<file path="src/rtl/seven_segment_scan_decoder.sv">
// Recovers hex digits from active-low 7-seg scan lines and reassembles the displayed number; no backpressure.
// Latency: result registered on the (stable_cycles+1)th edge a constant SEG/DIG is present.
module seven_segment_scan_decoder #(
    parameter int q_of_7segment_ind = 4,
    parameter int stable_cycles     = 4
) (
    input  logic                           CLK,
    input  logic                           RESET,
    input  logic [7:0]                     SEG,
    input  logic [q_of_7segment_ind-1:0]   DIG,
    output logic [4*q_of_7segment_ind-1:0] num,
    output logic [q_of_7segment_ind-1:0]   dp,
    output logic                           frame_valid,
    output logic                           seg_err,
    output logic                           dig_err,
    output logic [7:0]                     err_count
);
    localparam int N  = q_of_7segment_ind;
    localparam int RW = $clog2(stable_cycles + 1);
    localparam logic [RW-1:0] RUN_MAX = RW'(stable_cycles);

    logic [7:0]     seg_s_q, seg_s_d;
    logic [N-1:0]   dig_s_q, dig_s_d;
    logic [RW-1:0]  run_q, run_d;
    logic           acc_q, acc_d;
    logic [N-1:0]   seen_q, seen_d;
    logic [4*N-1:0] partial_q, partial_d;
    logic [N-1:0]   dp_partial_q, dp_partial_d;
    logic [4*N-1:0] num_q, num_d;
    logic [N-1:0]   dp_q, dp_d;
    logic           frame_valid_q, frame_valid_d;
    logic           seg_err_q, seg_err_d;
    logic           dig_err_q, dig_err_d;
    logic [7:0]     err_count_q, err_count_d;
    logic [4:0]     hex_dec;

    // Returns {valid, nibble} for an abcdefg pattern.
    function automatic logic [4:0] hex_decode(input logic [6:0] p);
        case (p)
            7'b1111110: hex_decode = 5'h10;
            7'b0110000: hex_decode = 5'h11;
            7'b1101101: hex_decode = 5'h12;
            7'b1111001: hex_decode = 5'h13;
            7'b0110011: hex_decode = 5'h14;
            7'b1011011: hex_decode = 5'h15;
            7'b1011111: hex_decode = 5'h16;
            7'b1110000: hex_decode = 5'h17;
            7'b1111111: hex_decode = 5'h18;
            7'b1110011: hex_decode = 5'h19;
            7'b1110111: hex_decode = 5'h1A;
            7'b0011111: hex_decode = 5'h1B;
            7'b1001110: hex_decode = 5'h1C;
            7'b0111101: hex_decode = 5'h1D;
            7'b1001111: hex_decode = 5'h1E;
            7'b1000111: hex_decode = 5'h1F;
            default:    hex_decode = 5'h00;
        endcase
    endfunction

    always_comb begin
        seg_s_d       = ~SEG;
        dig_s_d       = ~DIG;
        seen_d        = seen_q;
        partial_d     = partial_q;
        dp_partial_d  = dp_partial_q;
        num_d         = num_q;
        dp_d          = dp_q;
        frame_valid_d = 1'b0;
        seg_err_d     = 1'b0;
        dig_err_d     = 1'b0;
        err_count_d   = err_count_q;
        hex_dec       = hex_decode(seg_s_q[7:1]);

        if ({seg_s_d, dig_s_d} == {seg_s_q, dig_s_q})
            run_d = (run_q == RUN_MAX) ? run_q : run_q + RW'(1);
        else
            run_d = RW'(1);
        // Fires only on the transition into the saturated count, so long holds accept once.
        acc_d = (run_d == RUN_MAX) && (run_q != RUN_MAX);

        if (acc_q && (dig_s_q != '0)) begin
            if ((dig_s_q & (dig_s_q - N'(1))) != '0) begin
                dig_err_d = 1'b1;
            end else if (!hex_dec[4]) begin
                seg_err_d = 1'b1;
            end else begin
                for (int i = 0; i < N; i++) begin
                    if (dig_s_q[i]) begin
                        partial_d[4*i +: 4] = hex_dec[3:0];
                        dp_partial_d[i]     = seg_s_q[0];
                        seen_d[i]           = 1'b1;
                    end
                end
                if (&seen_d) begin
                    num_d         = partial_d;
                    dp_d          = dp_partial_d;
                    frame_valid_d = 1'b1;
                    seen_d        = '0;
                end
            end
        end

        if ((seg_err_d || dig_err_d) && (err_count_q != 8'hFF))
            err_count_d = err_count_q + 8'd1;
    end

    always_ff @(posedge CLK) begin
        if (RESET) begin
            seg_s_q       <= '0;
            dig_s_q       <= '0;
            run_q         <= '0;
            acc_q         <= 1'b0;
            seen_q        <= '0;
            partial_q     <= '0;
            dp_partial_q  <= '0;
            num_q         <= '0;
            dp_q          <= '0;
            frame_valid_q <= 1'b0;
            seg_err_q     <= 1'b0;
            dig_err_q     <= 1'b0;
            err_count_q   <= '0;
        end else begin
            seg_s_q       <= seg_s_d;
            dig_s_q       <= dig_s_d;
            run_q         <= run_d;
            acc_q         <= acc_d;
            seen_q        <= seen_d;
            partial_q     <= partial_d;
            dp_partial_q  <= dp_partial_d;
            num_q         <= num_d;
            dp_q          <= dp_d;
            frame_valid_q <= frame_valid_d;
            seg_err_q     <= seg_err_d;
            dig_err_q     <= dig_err_d;
            err_count_q   <= err_count_d;
        end
    end

    assign num         = num_q;
    assign dp          = dp_q;
    assign frame_valid = frame_valid_q;
    assign seg_err     = seg_err_q;
    assign dig_err     = dig_err_q;
    assign err_count   = err_count_q;
endmodule

</file>
<file path="config.mk">
export PLATFORM = sky130hd
export DESIGN_NAME = seven_segment_scan_decoder
export DESIGN_NICKNAME = d
export VERILOG_FILES = /design/src/rtl/seven_segment_scan_decoder.sv
export SDC_FILE = /design/constraint.sdc
export NUM_CORES = 1
export LEC_CHECK = 0
export BUFFER_PORTS_ARGS = -buffer_cell sky130_fd_sc_hd__buf_2
export CAP_MARGIN = 10
export CORE_UTILIZATION = 47
export DETAILED_ROUTE_END_ITERATION = 7
export PLACE_DENSITY = 0.67
export SLEW_MARGIN = 20
export SYNTH_ARGS = -nofsm -noshare
export SYNTH_HDL_FRONTEND = slang
export SYNTH_SLANG_ARGS = --single-unit
</file>
<file path="constraint.sdc">
create_clock -name CLK -period 3.7 [get_ports CLK]
set_input_delay 0.37 -clock CLK [delete_from_list [all_inputs] [get_ports CLK]]
set_output_delay 0.37 -clock CLK [all_outputs]
set_load 0.1 [all_outputs]
</file>
==> results by group, run 1 <==
Run status
  – Status: complete, no violations

Floorplan
  – Starting Density: 49.47%
  – Die W: 87.27 um
  – Die Y: 87.27 um
  – Core area: 0.006907 sq mm
  – Num ports: 45
  – Full die area: 0.007615 sq mm
  – Num rows: 30

Run
  – Max-Cap Viols: 0

Critical path
  – CP Data Required Time: 3.93 ns
  – Worst Setup SP: seg_s_q[4]
  – Crit path capture type: register
  – Crit path launch type: register
  – WP data arrival: 3.36 ns
  – CP max FO: 17
  – Worst R2R Start: seg_s_q[4]
  – Setup Crit Path Kind: reg -> reg
  – Worst reg2reg path depth: 7

Synth
  – Post-Syn Area per Cell: 8.695 sq um
  – Post-synth cell types: 54
  – Ys Warns: 0
  – EDFF count, synth: 0
  – Post-Synthesis Cells: 393
  – Main synth FF type: dfxtp_1
  – Share of synthesized registers carrying an async set or reset: 0%
  – Seq/Total Area, Yosys: 41.60%
  – Mapped Nets: 410
  – Syn Std Cell Area: 0.003417 sq mm
  – FF+latch count, synth: 71

STA
  – Final slew viol count: 0
  – Worst Skew: 0.006161 ns
  – Setup TNS: 0 ns
  – Fmax: 0.3191 GHz
  – Worst-margin pin slew: 0.7721 ns
  – Min Clock Period, post-route: 3.134 ns
  – Final setup viols: 0
  – Max-slew headroom: 48.53%
  – Final number of hold-violating endpoints: 0
  – Tcrit/Tclk final: 84.70%
  – RSZ-0062 raised after global routing: no

Power and ir drop
  – Clock share of power: 40.1%
  – Comb power frac: 6.0%
  – Pwr/cell area: 385.2 mW/mm^2
  – P_leak: 0.001518 uW
  – Max VDD drop: 0.2495 mV
  – Sw Pwr: 365.4 uW
  – Reg power frac: 53.9%
  – Int Pwr: 1118 uW
  – Sw Ratio: 24.62%
  – Final Total Pwr: 1484 uW

CTS
  – Root buf cell: clkbuf_8
  – H-tree depth: 3
  – Worst-Skew Late Latency: 0.34 ns
  – CTS tree: yes
  – Sink Count: 71
  – Resized Gates After CTS: 0
  – CTS Hold Bufs: 0
  – Post-CTS Setup Bufs: 0
  – Clock Tree Buf Depth: 2
  – Worst-path clk slew: 0.07 ns
  – Num CTS Buffers: 9

Placed design
  – Detail Placement HPWL: 4.900 mm
  – Post-DP Area: 0.003664 sq mm
  – Gpl congestion: 0.8452
  – Port buffer count: 44
  – Dpl cells: 508

Detailed routing
  – Iteration-0 DRC Markers: 153
  – Drt pass-1 iters: 4
  – DRT met1 WL: 3.631 mm
  – Max layer used: met4
  – Antenna Violating Nets Remaining: 0
  – DR vias: 2851
  – DRC viols: 0
  – Per-cell routed wire length: 14.01 um
  – WL final: 7.339 mm
  – Routed vias/inst: 5.441
  – Met2 WL post-DR: 3.246 mm
  – Met3 WL post-DR: 350 um

Cells and area
  – Commonest non-fill, non-tap cell in the layout: nor2_1
  – Fillcell total: 669
  – Diodes inserted: 0
  – Fin nets: 440
  – P&R area growth vs syn: 12.74%
  – Non-Filler Instances: 524
  – Layout cells sized above 1: 17.76%
  – Design area: 0.003852 sq mm
  – Commonest non-fill, non-tap cells in the layout: 74 x nor2_1, 71 x dfxtp_1, 44 x buf_2

GRT
  – Global route total overflow: 0
  – First-pass GRT wire length: 12.04 mm
  – Total GRT Usage: 20.58%
  – Vias in the first global route: 2510
  – Initial antenna violation count: 0
  – Largest net degree at the start of global routing: 39

Hold path
  – Hold Path Stages: 2
  – Hold path start: SEG[7]
  – Hold/Removal Path Class: in -> reg
power by group through the flow:
stage / logic [uW] / registers, uW / clock network (uW)
after global placement: 87.9 / 816 / 0
after global routing: 98.8 / 802 / 650
after floorplan: 84.7 / 793 / 0
final: 88.6 / 800 / 596
after detailed placement: 88.0 / 817 / 0
after CTS: 89.2 / 799 / 610
cells in the mapped netlist, types with 2 or more instances:
| master | n | area, sq um |
|---|---|---|
| nor3_1 | 4 | 20.02 |
| and3_1 | 9 | 56.30 |
| xnor2_1 | 4 | 35.03 |
| a211oi_1 | 17 | 127.6 |
| buf_1 | 4 | 15.01 |
| a2111oi_2 | 2 | 30.03 |
| o31a_1 | 2 | 17.52 |
| nor4_1 | 6 | 37.54 |
| buf_4 | 4 | 30.03 |
| buf_2 | 6 | 30.03 |
| or3b_2 | 2 | 17.52 |
| nor2b_1 | 10 | 62.56 |
| nand3_1 | 10 | 50.05 |
| nand4_1 | 5 | 31.28 |
| dfxtp_1 | 71 | 1421 |
| a21oi_1 | 17 | 85.08 |
| mux2i_1 | 22 | 220.2 |
| clkbuf_1 | 17 | 63.81 |
| nor4bb_1 | 4 | 40.04 |
| ha_1 | 3 | 37.54 |
| nor3b_1 | 3 | 22.52 |
| o21ai_0 | 6 | 30.03 |
| or2_2 | 2 | 12.51 |
| o21ai_1 | 2 | 10.01 |
| nand3b_1 | 2 | 15.01 |
| o311a_1 | 2 | 20.02 |
| nand2_1 | 21 | 78.83 |
| inv_1 | 7 | 26.28 |
| xor2_1 | 12 | 105.1 |
| mux2_1 | 6 | 67.56 |
| o22ai_1 | 6 | 37.54 |
| a311oi_1 | 5 | 43.79 |
| maj3_1 | 2 | 20.02 |
| o21a_1 | 5 | 37.54 |
| nor2_1 | 74 | 277.8 |
stage by stage:
step                      setup WS [ns]  util [%]  hold slack, ns
after detailed placement         0.6122     53.04          0.4538
after CTS                        0.5855     55.78          0.1875
after global routing             0.3396     55.78          0.1846
final                            0.5661     55.78          0.1992
after global placement           0.7137     53.04          0.4483
after floorplan                   1.145         -          0.4410
critical path: stages, from the launching register on:
cell and delay [ns]:
dfxtp_1 0.65, and4b_1 0.26, o311a_1 0.37, a311oi_4 0.41
nand2_1 0.22, a211o_2 0.43, nor4_1 0.34, mux2_1 0.35
logic make-up after synthesis:
| kind of cell | after synthesis | share of synthesized area (%) |
|---|---|---|
| AND/OR/NAND/NOR | 161 | 23.62 |
| AO/OA/AOI/OAI | 73 | 15.64 |
| flip-flops | 71 | 41.60 |
| buffers and inverters | 39 | 4.943 |
| multiplexers | 28 | 8.422 |
| XOR/XNOR | 16 | 4.101 |
| adder cells (fa/ha/maj) | 5 | 1.685 |
sequential cells by signal, summed over array words and instances (netlist names), 3 cells and up:
| register | flops |
|---|---|
| run_q | 3 |
| dp | 4 |
| seg_s_q | 8 |
| num | 16 |
| dig_s_q | 4 |
| dp_partial_q | 4 |
| seen_q | 4 |
| err_count | 8 |
| partial_q | 16 |
layer usage:
metal | track usage (%) | vias to the layer above
met1 | 27.29 | 1318
met3 | 4.834 | 10
met2 | 32.67 | 67
met5 | 0 | -
li1 | - | 1456
met4 | 7.452 | 0
final cells by class:
cell class / instances / area (sq um) / share of cell area (%)
Tap cell: 96 / 120.1 / 3.118
Timing Repair Buffer: 50 / 265.3 / 6.885
Clock inverter: 6 / 61.31 / 1.591
Clock buffer: 10 / 127.6 / 3.313
Sequential cell: 71 / 1421 / 36.90
Multi-Input combinational cell: 283 / 1827 / 47.42
Inverter: 8 / 30.03 / 0.7795
path summary, 6_finish.rpt:
| kind | to | slack (ns) |
|---|---|---|
| worst min-delay path | seg_s_q[7] | 0.20 |
| worst max register to register | err_count[4] | 0.57 |
| worst min register to register | num[8] | 0.47 |
| worst max-delay path | err_count[4] | 0.57 |
No activity file was read; power rests on OpenSTA's default activity.
==> inputs of run 2 (changes only) <==
--- a/config.mk
+++ b/config.mk
@@ -9,7 +9,7 @@
 export CAP_MARGIN = 10
 export CORE_UTILIZATION = 47
 export DETAILED_ROUTE_END_ITERATION = 7
-export PLACE_DENSITY = 0.67
+export PLACE_DENSITY = 0.7
 export SLEW_MARGIN = 20
 export SYNTH_ARGS = -nofsm -noshare
 export SYNTH_HDL_FRONTEND = slang
==> constraint.sdc (replaced) <==
create_clock -name CLK -period 2.8 [get_ports CLK]
set_input_delay 0.28 -clock CLK [delete_from_list [all_inputs] [get_ports CLK]]
set_output_delay 0.28 -clock CLK [all_outputs]
set_load 0.1 [all_outputs]
==> results by group, run 2 (synthesized netlist as in run 1, its figures left out) <==
Critical path
  – CP max FO: 14
  – Setup Crit Path Kind: reg -> reg
  – CP peak stage delay: 0.52 ns
  – CP Cell Sequence: buf_4 > or3b_2 > a2111oi_4 > nor4_4 > a2111oi_2 > a211o_2 > nor3_2 > mux2_1
  – Worst R2R Start: seg_s_q[4]
  – Worst Setup SP: seg_s_q[4]
  – Crit path launch type: register
  – CP Data Required Time: 3.03 ns
  – Crit path capture type: register
  – Crit-path slowest cell: or3b_2
  – WP data arrival: 2.95 ns

GRT
  – Global route total overflow: 0
  – Initial antenna violation count: 0
  – Largest net degree at the start of global routing: 32
  – Total GRT Usage: 20.87%
  – First-pass GRT wire length: 12.30 mm
  – Vias in the first global route: 2683

Cells and area
  – Design area: 0.004026 sq mm
  – Fillcell total: 647
  – Commonest non-fill, non-tap cell in the layout: nor2_1
  – P&R area growth vs syn: 17.83%
  – Commonest non-fill, non-tap cells in the layout: 74 x nor2_1, 70 x dfxtp_1, 44 x buf_2
  – Final core utilization: 58.30%
  – Layout cells sized above 1: 21.49%
  – Diodes inserted: 0
  – Fin nets: 455

Placed design
  – Detail Placement HPWL: 5.213 mm
  – Post-DP Area: 0.003776 sq mm
  – Pre-CTS WS: -0.04910 ns
  – Gpl congestion: 0.8511
  – Port buffer count: 44

CTS
  – Worst-Skew Late Latency: 0.35 ns
  – CTS Hold Bufs: 0
  – Root buf cell: clkbuf_8
  – Worst-path clk slew: 0.07 ns
  – Sink Count: 71
  – CTS tree: yes
  – Num CTS Buffers: 9
  – Clock Tree Buf Depth: 2
  – Post-CTS Setup Bufs: 0
  – H-tree depth: 3

Power and ir drop
  – P_leak: 0.001612 uW
  – Pwr/cell area: 513.0 mW/mm^2
  – Max VDD drop: 0.3266 mV

Floorplan
  – Num ports: 45
  – Starting Density: 49.47%
  – Core area: 0.006907 sq mm
  – Num rows: 30
  – Full die area: 0.007615 sq mm
  – Die W: 87.27 um
  – Die Y: 87.27 um

Run status
  – Status: complete, no violations

Detailed routing
  – Routed vias/inst: 5.401
  – DR vias: 2906
  – Drt pass-1 iters: 4
  – Per-cell routed wire length: 13.96 um
  – DRC viols: 0
  – Antenna Violating Nets Remaining: 0
  – Iteration-0 DRC Markers: 83
  – WL final: 7.511 mm

STA
  – Setup TNS: 0 ns
  – Final setup viols: 0
  – Min Clock Period, post-route: 2.714 ns
  – Final number of hold-violating endpoints: 0
  – Tcrit/Tclk final: 96.92%
  – Max-slew headroom: 49.77%
  – Post-route worst setup slack: 0.08629 ns
  – Worst Skew: 0.006261 ns
  – RSZ-0062 raised after global routing: yes
  – Fmax: 0.3685 GHz
  – Worst-margin pin slew: 0.7524 ns
  – Final slew viol count: 0

Run
  – Max-Cap Viols: 0

Hold path
  – Hold/Removal Path Class: in -> reg
  – Hold path start: SEG[3]
-- run 2: worst max-delay path, delay by kind of cell, from the launching register on --
kind / cells / cell delay, ns
compound gates: 3 / 1.02
buf+inv: 1 / 0.19
flops: 1 / 0.35
mux: 1 / 0.33
simple gates: 3 / 0.72
-- run 2: worst paths after layout --
path	slack, ns	depth (start not counted)	endpoint
worst min register to register	0.47	2	num[8]
worst max register to register	0.09	8	err_count[0]
worst min-delay path	0.10	2	seg_s_q[3]
worst max-delay path	0.09	8	err_count[0]
-- run 2: what timing repair did --
action                     4_1_cts  5_1_grt
setup endpoints to repair        3       26
pin swaps                        0        4
gates resized for setup          2        4
-- run 2: area by class of cell --
class	instances	area (sq um)	area share, %
clock buffer	9	123.9	3.076
clock inverter	6	86.33	2.144
inverter	8	30.03	0.7458
multi-input combinational	283	1866	46.33
sequential	71	1423	35.33
tap	96	120.1	2.983
timing repair buffer	65	377.9	9.385
-- run 2: per-layer routing --
layer  track usage, %  vias to the layer above  share of wire (%)
met3            3.507                        9                4.1
met1            27.62                     1355                 48
met2            32.67                       64                 46
met5                0                        -                  0
met4            10.88                        0                1.8
li1                 -                     1478                  -
-- run 2: through the flow --
step	cells	hold slack, ns	total power [uW]
after floorplan	393	0.3524	1160
after global placement	523	0.4482	1206
after detailed placement	523	0.4552	1208
after CTS	538	0.09736	2080
after global routing	538	0.1084	2137
final	538	0.1021	2066
-- run 2: power breakdown --
| part | switching (uW) | internal, uW | total, uW |
|---|---|---|---|
| Clock | 381 | 494 | 876 |
| Sequential | 26.9 | 1020 | 1050 |
| Combinational | 82.0 | 61.5 | 143 |
==> inputs of run 3 (changes only) <==
--- a/config.mk
+++ b/config.mk
@@ -5,11 +5,11 @@
 export SDC_FILE = /design/constraint.sdc
 export NUM_CORES = 1
 export LEC_CHECK = 0
-export BUFFER_PORTS_ARGS = -buffer_cell sky130_fd_sc_hd__buf_2
 export CAP_MARGIN = 10
 export CORE_UTILIZATION = 47
 export DETAILED_ROUTE_END_ITERATION = 7
-export PLACE_DENSITY = 0.7
+export DONT_BUFFER_PORTS = 1
+export SETUP_SLACK_MARGIN = 0.15
 export SLEW_MARGIN = 20
 export SYNTH_ARGS = -nofsm -noshare
 export SYNTH_HDL_FRONTEND = slang
==> results by group, run 3 (synthesized netlist as in run 1, its figures left out) <==
GRT
  – Largest net degree at the start of global routing: 38
  – Initial antenna violation count: 0
  – Vias in the first global route: 2733
  – Total GRT Usage: 23.32%
  – Global route total overflow: 0
  – First-pass GRT wire length: 13.41 mm

Detailed routing
  – Drt pass-1 iters: 4
  – Routed vias/inst: 5.561
  – Iteration-0 DRC Markers: 176
  – Antenna Violating Nets Remaining: 0
  – WL final: 8.618 mm
  – DR vias: 2975
  – Per-cell routed wire length: 16.11 um
  – DRC viols: 0

Hold path
  – Hold/Removal Path Class: in -> reg
  – Hold Path Stages: 1
  – Hold Path Sink: partial_q[6]
  – Hold path start: RESET

STA
  – Final number of hold-violating endpoints: 0
  – Fmax: 0.3812 GHz
  – Max-slew headroom: 28.43%
  – WHS: 0.01279 ns
  – Final setup viols: 0
  – Final slew viol count: 0
  – Tcrit/Tclk final: 93.69%
  – Worst-margin pin slew: 1.070 ns
  – Worst Skew: 0.01361 ns
  – RSZ-0062 raised after global routing: yes
  – Min Clock Period, post-route: 2.623 ns
  – Setup TNS: 0 ns

Power and ir drop
  – Clock share of power: 40.8%
  – Comb power frac: 8.4%
  – Sw Pwr: 514.4 uW
  – Sw Ratio: 25.07%
  – Max VDD drop: 0.3197 mV
  – Final Total Pwr: 2052 uW
  – Pwr/cell area: 477.1 mW/mm^2
  – P_leak: 0.001592 uW
  – Reg power frac: 50.8%
  – Int Pwr: 1538 uW

Critical path
  – Reg2reg end: err_count[2]
  – Crit path launch type: register
  – CP peak stage delay: 0.44 ns
  – CP max FO: 11
  – Setup Crit Path Kind: reg -> reg
  – WP data arrival: 2.86 ns
  – Crit path capture type: register
  – Crit-path slowest cell: a211o_4
  – Worst reg2reg path depth: 7
  – Worst R2R Start: seg_s_q[6]
  – CP Data Required Time: 3.03 ns
  – Reg2reg setup slack: 0.18 ns
  – CP Cell Sequence: and4b_1 > o311a_1 > a311oi_4 > a311oi_2 > a211o_4 > nor4b_4 > mux2_4

CTS
  – Clock Tree Buf Depth: 2
  – Root buf cell: clkbuf_8
  – H-tree depth: 3
  – Num CTS Buffers: 9
  – Worst-path clk slew: 0.08 ns
  – Sink Count: 71
  – Worst-Skew Late Latency: 0.35 ns
  – CTS tree: yes

Placed design
  – Detail Placement HPWL: 5.350 mm
  – Dpl cells: 496
  – Post-DP Area: 0.003696 sq mm
  – Port buffer count: 0
  – Gpl congestion: 0.8198

Cells and area
  – Diodes inserted: 0
  – P&R area growth vs syn: 25.89%
  – Design area: 0.004302 sq mm
  – Multi-input gate area: 0.001978 sq mm
  – Fillcell total: 628
  – Commonest non-fill, non-tap cell in the layout: nor2_1
  – Layout cells sized above 1: 19.82%
  – Fin nets: 451
  – FF/Latch Area: 0.001440 sq mm
  – Non-Filler Instances: 535
  – Commonest non-fill, non-tap cells in the layout: 74 x nor2_1, 64 x dfxtp_1, 41 x buf_4

Run
  – Max-Cap Viols: 0

Floorplan
  – Num ports: 45
  – Num rows: 30
  – Die Y: 87.27 um
  – Starting Density: 49.47%
  – Full die area: 0.007615 sq mm
  – Core area: 0.006907 sq mm
  – Die W: 87.27 um

Run status
  – Status: complete, no violations
-- run 3: cell types whose count changed in the layout (fill, tap and decap cells not counted), moves of 3 or more --
| cell | before | now |
|---|---|---|
| buf_2 | 44 | 0 |
| buf_4 | 21 | 41 |
| dfxtp_1 | 70 | 64 |
| dfxtp_4 | 0 | 4 |
| dlygate4sd3_1 | 0 | 18 |
| mux2_1 | 6 | 3 |
| mux2_4 | 0 | 3 |
| nor4_4 | 1 | 5 |
-- run 3: layout make-up --
cell class | instances | area share (%)
Multi-Input combinational cell | 283 | 45.99
Tap cell | 96 | 2.792
Sequential cell | 71 | 33.48
Clock inverter | 6 | 1.571
Inverter | 8 | 0.6981
Clock buffer | 10 | 3.200
Timing Repair Buffer | 61 | 12.27
-- run 3: power by group through the flow --
stage / Sequential, uW / Clock, uW / Combinational, uW
after floorplan: 1050 / 0 / 112
after global placement: 1070 / 0 / 118
after detailed placement: 1070 / 0 / 118
after CTS: 1040 / 855 / 155
after global routing: 1040 / 908 / 187
final: 1040 / 838 / 172
-- run 3: routing by layer --
layer	global-route usage (%)	vias to the layer above	share of wire [%]
li1	-	1483	-
met1	30.51	1400	46
met2	36.43	77	46
met3	5.782	15	5.9
met4	10.13	0	2.1
met5	0	-	0
-- run 3: through the flow --
stage                     setup WS [ns]  utilization [%]
after floorplan                  0.2446                -
after global placement          0.08246            53.51
after detailed placement       0.003123            53.51
after CTS                        0.1579            60.11
after global routing             0.1114            62.28
final                            0.1767            62.28
-- run 3: what timing repair did --
item | in CTS | in global routing
hold buffers | 19 | 0
pin swaps | 3 | 10
endpoints found under the setup margin | 6 | 6
gates resized for setup | 9 | 24
endpoints found under the hold margin | 45 | 0
setup buffers | 0 | 4
-- run 3: critical path, delay by kind of cell (launching register included) --
kind	cells	cell delay, ns
mux	1	0.33
compound gates	4	1.35
flops	1	0.38
simple gates	2	0.44
-- run 3: worst max-delay path by stage --
stage,end,from,slack (ns),cells after the start
after global routing,err_count[2],seg_s_q[6],0.11,7
after floorplan,err_count[3],seg_s_q[4],0.24,8
after global placement,err_count[4],seg_s_q[6],0.08,7
final,err_count[2],seg_s_q[6],0.18,7
after detailed placement,err_count[3],seg_s_q[6],0.003,7
after CTS,err_count[7],seg_s_q[5],0.16,8
